## src/rtl/timer_irq_ctrl_if.sv

```systemverilog
// Bus, interrupt-line and cause signals between the core side and timer_irq_ctrl.
// The slave modport is the timer block; master is the core/bus side.
interface timer_irq_ctrl_if;
   logic        sel;
   logic        we;
   logic [4:0]  addr;
   logic [31:0] wdata;
   logic [31:0] rdata;
   logic        ext_irq;
   logic        irq_ack;
   logic [31:0] cause;
   logic        irq;

   modport slave (
      input  sel, we, addr, wdata, ext_irq, irq_ack,
      output rdata, cause, irq
   );

   modport master (
      output sel, we, addr, wdata, ext_irq, irq_ack,
      input  rdata, cause, irq
   );
endinterface

```

## src/rtl/timer_irq_ctrl.sv

```systemverilog
// Machine timer (prescaled 64-bit mtime/mtimecmp) plus external irq, producing the registered CSR cause word.
// Define EXT_IRQ_SYNC_EN to pass ext_irq through a 2-flop synchroniser before edge detection.
module timer_irq_ctrl #(
   parameter int unsigned PRESCALE     = 1,
   parameter logic [63:0] MTIMECMP_RST = 64'hFFFF_FFFF_FFFF_FFFF
) (
   input logic           clk,
   input logic           rst,
   timer_irq_ctrl_if.slave bus
);
   localparam logic [31:0] CAUSE_EXT = 32'h8000_000B;
   localparam logic [31:0] CAUSE_TMR = 32'h8000_0007;
   localparam logic [15:0] PS_LAST   = 16'(PRESCALE - 1);

   localparam logic [2:0] A_MTIME_LO = 3'd0;
   localparam logic [2:0] A_MTIME_HI = 3'd1;
   localparam logic [2:0] A_CMP_LO   = 3'd2;
   localparam logic [2:0] A_CMP_HI   = 3'd3;
   localparam logic [2:0] A_CTRL     = 3'd4;
   localparam logic [2:0] A_STATUS   = 3'd5;

   logic [63:0] mtime_q, mtime_d;
   logic [63:0] mtimecmp_q, mtimecmp_d;
   logic [15:0] pcnt_q, pcnt_d;
   logic [2:0]  ctrl_q, ctrl_d;
   logic        meip_q, meip_d;
   logic [31:0] cause_q, cause_d;
   logic        edge_q;
   logic        ext_in;
   logic        mtip;
   logic        rise;
   logic        wr;
   logic [2:0]  widx;
   logic        unused_addr;

   assign wr          = bus.sel & bus.we;
   assign widx        = bus.addr[4:2];
   assign unused_addr = ^bus.addr[1:0];
   assign mtip        = (mtime_q >= mtimecmp_q);

`ifdef EXT_IRQ_SYNC_EN
   logic sync1_q, sync2_q;

   always_ff @(posedge clk or posedge rst) begin
      if (rst) begin
         sync1_q <= 1'b0;
         sync2_q <= 1'b0;
      end else begin
         sync1_q <= bus.ext_irq;
         sync2_q <= sync1_q;
      end
   end

   assign ext_in = sync2_q;
`else
   assign ext_in = bus.ext_irq;
`endif

   assign rise = ext_in & ~edge_q;

   always_comb begin
      mtime_d    = mtime_q;
      pcnt_d     = pcnt_q;
      mtimecmp_d = mtimecmp_q;
      ctrl_d     = ctrl_q;

      // A bus write to either mtime half wins over counting and restarts the prescaler.
      if (wr && widx == A_MTIME_LO) begin
         mtime_d[31:0] = bus.wdata;
         pcnt_d        = 16'd0;
      end else if (wr && widx == A_MTIME_HI) begin
         mtime_d[63:32] = bus.wdata;
         pcnt_d         = 16'd0;
      end else if (ctrl_q[0]) begin
         if (pcnt_q == PS_LAST) begin
            pcnt_d  = 16'd0;
            mtime_d = mtime_q + 64'd1;
         end else begin
            pcnt_d = pcnt_q + 16'd1;
         end
      end

      if (wr && widx == A_CMP_LO) mtimecmp_d[31:0]  = bus.wdata;
      if (wr && widx == A_CMP_HI) mtimecmp_d[63:32] = bus.wdata;
      if (wr && widx == A_CTRL)   ctrl_d            = bus.wdata[2:0];
   end

   always_comb begin
      meip_d = meip_q;
      if ((bus.irq_ack && cause_q == CAUSE_EXT) || (wr && widx == A_STATUS && bus.wdata[1]))
         meip_d = 1'b0;
      if (rise)
         meip_d = 1'b1;

      if (meip_q && ctrl_q[2])
         cause_d = CAUSE_EXT;
      else if (mtip && ctrl_q[1])
         cause_d = CAUSE_TMR;
      else
         cause_d = 32'h0;
   end

   always_ff @(posedge clk or posedge rst) begin
      if (rst) begin
         mtime_q    <= 64'h0;
         mtimecmp_q <= MTIMECMP_RST;
         pcnt_q     <= 16'd0;
         ctrl_q     <= 3'b000;
         meip_q     <= 1'b0;
         cause_q    <= 32'h0;
         edge_q     <= 1'b0;
      end else begin
         mtime_q    <= mtime_d;
         mtimecmp_q <= mtimecmp_d;
         pcnt_q     <= pcnt_d;
         ctrl_q     <= ctrl_d;
         meip_q     <= meip_d;
         cause_q    <= cause_d;
         edge_q     <= ext_in;
      end
   end

   always_comb begin
      bus.rdata = 32'h0;
      if (bus.sel) begin
         case (widx)
            A_MTIME_LO: bus.rdata = mtime_q[31:0];
            A_MTIME_HI: bus.rdata = mtime_q[63:32];
            A_CMP_LO:   bus.rdata = mtimecmp_q[31:0];
            A_CMP_HI:   bus.rdata = mtimecmp_q[63:32];
            A_CTRL:     bus.rdata = {29'h0, ctrl_q};
            A_STATUS:   bus.rdata = {30'h0, meip_q, mtip};
            default:    bus.rdata = 32'h0;
         endcase
      end
   end

   assign bus.cause = cause_q;
   assign bus.irq   = cause_q[31];
endmodule

```

## src/flat_wrapper.sv

```systemverilog
// flat-port wrapper written by rule: the top's interface ports become plain ports
module timer_irq_ctrl_flat 
#(
   parameter int unsigned PRESCALE     = 1,
   parameter logic [63:0] MTIMECMP_RST = 64'hFFFF_FFFF_FFFF_FFFF
)
  (clk, rst, bus_sel, bus_we, bus_addr, bus_wdata, bus_ext_irq, bus_irq_ack, bus_rdata, bus_cause, bus_irq);
  timer_irq_ctrl_if bus_i ();
  input logic clk;
  input logic rst;
  input wire logic [$bits(bus_i.sel)-1:0] bus_sel;
  input wire logic [$bits(bus_i.we)-1:0] bus_we;
  input wire logic [$bits(bus_i.addr)-1:0] bus_addr;
  input wire logic [$bits(bus_i.wdata)-1:0] bus_wdata;
  input wire logic [$bits(bus_i.ext_irq)-1:0] bus_ext_irq;
  input wire logic [$bits(bus_i.irq_ack)-1:0] bus_irq_ack;
  output wire logic [$bits(bus_i.rdata)-1:0] bus_rdata;
  output wire logic [$bits(bus_i.cause)-1:0] bus_cause;
  output wire logic [$bits(bus_i.irq)-1:0] bus_irq;
  assign bus_i.sel = bus_sel;
  assign bus_i.we = bus_we;
  assign bus_i.addr = bus_addr;
  assign bus_i.wdata = bus_wdata;
  assign bus_i.ext_irq = bus_ext_irq;
  assign bus_i.irq_ack = bus_irq_ack;
  assign bus_rdata = bus_i.rdata;
  assign bus_cause = bus_i.cause;
  assign bus_irq = bus_i.irq;
  timer_irq_ctrl #(.PRESCALE(PRESCALE), .MTIMECMP_RST(MTIMECMP_RST)) u_core (.clk(clk), .rst(rst), .bus(bus_i));
endmodule
```

## config.mk

```make
export PLATFORM = sky130hd
export DESIGN_NAME = timer_irq_ctrl_flat
export DESIGN_NICKNAME = d
export VERILOG_FILES = /design/src/rtl/timer_irq_ctrl_if.sv /design/src/rtl/timer_irq_ctrl.sv /design/src/flat_wrapper.sv
export SDC_FILE = /design/constraint.sdc
export NUM_CORES = 1
export LEC_CHECK = 0
export CAP_MARGIN = 20
export CORE_UTILIZATION = 58
export DETAILED_ROUTE_END_ITERATION = 8
export PLACE_DENSITY = 0.81
export SYNTH_ARGS = -nofsm -noshare
export SYNTH_HDL_FRONTEND = slang
export SYNTH_SLANG_ARGS = --single-unit
```

## constraint.sdc

```tcl
create_clock -name clk -period 4.8 [get_ports clk]
set_input_delay 0.48 -clock clk [delete_from_list [all_inputs] [get_ports clk]]
set_output_delay 0.48 -clock clk [all_outputs]
set_load 0.05 [all_outputs]
```

==> key figures <==
Run status
  • Run status: finished clean

Route
  • Number of nets with antenna violations after routing: 0
  • DRC Markers: 0
  • Average wire per cell in the routed design: 19.14 um
  • Total number of vias: 9,418
  • Initial DRC Count: 946
  • DR vias/cell: 6.346
  • Router iterations before antenna repair: 5
  • Post-detailed-routing wire length: 28,400 um

Clock network
  • TritonCTS clock tree: done
  • Clk_lat worst skew: 0.43 ns
  • Number of instances resized during post-cts repair: 0
  • Clock Sink Count: 152
  • Num CTS Buffers: 17
  • Post-CTS setup repair buffer count: 0
  • Clock-pin slew on the worst setup and hold paths: 0.06 ns
  • Clock root cell: sky130_fd_sc_hd__clkbuf_16
  • Max Buffers Root-to-Sink: 2
  • H-Tree Level Count: 4
  • Number of hold buffers added after cts: 0

GRT
  • Wire length of the first global-routing pass: 46,230 um
  • Largest net degree at the start of global routing: 95
  • GRT Resource Usage Total: 32.68%
  • Via count of the first global-routing pass: 8,906
  • Initial antenna violation count: 0
  • GRT overflow: 0

Timing
  • Setup TNS Final: 0 ns
  • Hold violation total from the final report: 0
  • Final setup violating endpoints: 0
  • Final WS setup: 0.3955 ns
  • Worst-case clock skew: 0.007768 ns
  • Final period util: 91.76%
  • Worst-margin pin slew: 1.077 ns
  • Final count of pins violating max slew: 0
  • Max Clk Rate: 227.0 MHz
  • Worst hold slack: 0.4383 ns
  • Unrepaired setup endpoints after global routing: false
  • Post-layout minimum cycle time: 4.404 ns
  • Relative max-transition margin: 28.19%

Logic synthesis
  • Dominant cell type by area after synthesis: sky130_fd_sc_hd__dfrtp_1
  • Synth unique cells: 73
  • Most used flip-flop cell after synthesis: sky130_fd_sc_hd__dfrtp_1
  • Proportion of register bits with asynchronous set or reset after synthesis: 100.0%
  • Average cell area after synthesis: 8.499 sq um
  • Flop and latch count out of synthesis: 152
  • Synth Instances: 1,195
  • Portion of synthesized cell area occupied by the leading cell type: 21.68%
  • Summed instance area of the synthesized netlist: 10,160 sq um
  • Post-synthesis sequential area ratio: 38.24%
  • Count of flip-flops with a built-in enable after synthesis: 0
  • Top cells by area in the synthesized netlist: sky130_fd_sc_hd__dfrtp_1, sky130_fd_sc_hd__dfstp_2, sky130_fd_sc_hd__ha_1
  • Warnings, synthesis: 0

Power and ir drop
  • P per Cell Area: 410.2 nW/um^2
  • Comb power frac: 29.6%
  • Net switching power: 1.732 mW
  • Max VDD drop: 0.0003262 V
  • Internal power component: 3.035 mW
  • Leakage power: 4.693 nW
  • Sequential cell fraction of total power: 40.4%
  • Clk pwr share: 29.9%
  • Switching Fraction: 36.34%

Critical path
  • Critical Path Source Type: flip-flop
  • FF-to-FF path depth: 6
  • Crit-path max cell delay: 0.83 ns
  • Crit-path max FO: 3
  • Kind of critical path: flip-flop to output port
  • Crit path arrival time: 3.92 ns
  • Required time at the endpoint of the critical path: 4.32 ns
  • CP endpoint kind: output port
  • Cells traversed along the worst timing path: inv_1 -> ha_1 -> nand4_1 -> nor4_1 -> a22oi_1 -> a21boi_0 -> nor3_1 -> a21oi_1 -> clkdlybuf4s50_1
  • Cell type of the slowest stage on the worst timing path: sky130_fd_sc_hd__clkdlybuf4s50_1

Floorplanning
  • Die Span X: 134.3 um
  • Number of placement rows: 48
  • Standard cell core area: 17,180 sq um
  • Number of top-level pins: 108
  • Total die area: 18,040 sq um
  • Floorplan die height: 134.3 um
  • Starting Density: 59.13%

Run
  • Reported max-cap violation count: 0

Min path
  • Worst hold path class: flip-flop to flip-flop
  • Hold depth: 1

Cells and area
  • Register area: 3884 sq um
  • Fraction of final layout cells sized beyond drive strength 1: 11.36%
  • Area used by multi-input combinational logic: 5559 sq um
  • Number of fillers in the final layout: 1,427
  • Layout Nets: 1,356
  • Antenna Cells: 0
  • Synth-to-Final Area Change: 14.43%
  • Commonest cells after routing, fill and taps aside: sky130_fd_sc_hd__nand2_1, sky130_fd_sc_hd__o21ai_0, sky130_fd_sc_hd__dfrtp_1
  • Most common cell after layout, fill and taps aside: sky130_fd_sc_hd__nand2_1

Placement
  • Pre-CTS setup slack: 0.9146 ns
  • Gp weighted congestion: 0.8756
  • Input/output buffers: 78
  • Placed wire-length estimate after detailed placement: 19,810 um
per-stage QoR:
stage                     std cells  cell area (sq um)  util [%]  power, mW
after floorplan                1221              10250         -      2.877
after global placement         1452              11010     64.10      3.247
after detailed placement       1452              11010     64.10      3.313
after CTS                      1484              11620     67.66      4.743
after global routing           1484              11620     67.66      5.025
final                          1484              11620     67.66      4.767
per-layer routing:
layer	wire length (um)	vias up	GRT usage [%]
li1	-	4364	-
met4	907	0	13.11
met3	2230	76	7.521
met5	0	-	0.8333
met2	13350	400	52.01
met1	11910	4578	42.97
power by group through the flow:
| stage | logic (mW) | registers [mW] | clock network [mW] |
|---|---|---|---|
| 2_1_floorplan | 1.01 | 1.87 | 0 |
| 3_3_place_gp | 1.33 | 1.92 | 0 |
| 3_5_place_dp | 1.38 | 1.93 | 0 |
| 4_1_cts | 1.40 | 1.91 | 1.43 |
| 5_1_grt | 1.56 | 1.96 | 1.50 |
| 6_report | 1.41 | 1.93 | 1.43 |
area by class of cell:
cell class / count / area share [%]
clock buffer: 20 / 3.758
clock inverter: 12 / 1.507
inverter: 87 / 2.853
multi-input combinational: 887 / 47.84
sequential: 152 / 33.42
tap: 225 / 2.422
timing repair buffer: 101 / 8.204
final timing paths:
path | from | to | slack (ns)
worst max-delay path | u_core.mtimecmp_q[53] | bus_rdata[0] | 0.40
worst min-delay path | u_core.edge_q | u_core.meip_q | 0.44
worst max register to register | u_core.mtime_q[34] | u_core.mtime_q[61] | 1.67
worst min register to register | u_core.edge_q | u_core.meip_q | 0.44
max in group asynchronous | rst | u_core.mtimecmp_q[20] | 3.19
min in group asynchronous | rst | u_core.pcnt_q[13] | 0.61
synth_stat cells, drive strengths merged (8+ instances only):
cell       n
nand2    161
o21ai    129
dfrtp     88
inv       87
a21oi     73
a22oi     69
ha        67
dfstp     64
clkbuf    52
nand3     51
nor2      45
buf       41
nand4     38
xor2      26
and3      19
and2      16
o22ai     16
nor3      12
nor4      12
o211ai    11
or4       10
xnor2      9
a2bb2oi    8
state kept, by name (all words and copies together), names as in the netlist:
signal / flops
u_core.mtimecmp_q: 64
u_core.meip_q: 1
u_core.edge_q: 1
u_core.bus.cause: 3
u_core.ctrl_q: 3
u_core.pcnt_q: 16
u_core.mtime_q: 64
cells by family (layout without fill, tap and decap cells):
family,count (synthesis),count (layout),share of synthesized area [%]
muxes,9,9,0.9486
other,1,27,0.03692
DFF,152,152,38.24
xor gates and xnor gates,35,35,3.018
adders and majority gates,67,67,8.254
AOI/OAI and AO/OA,358,358,21.84
and+or+nand+nor,391,391,19.48
buffers and inverters,182,220,8.180
worst max-delay path: cells and delay by family (launching register included):
family / cells / cell delay, ns
and+or+nand+nor: 3 / 0.76
buffers and inverters: 2 / 0.88
DFF: 1 / 0.53
adders and majority gates: 1 / 0.32
AOI/OAI and AO/OA: 3 / 1.00
Note: power is estimated with default switching activity, not from simulation.
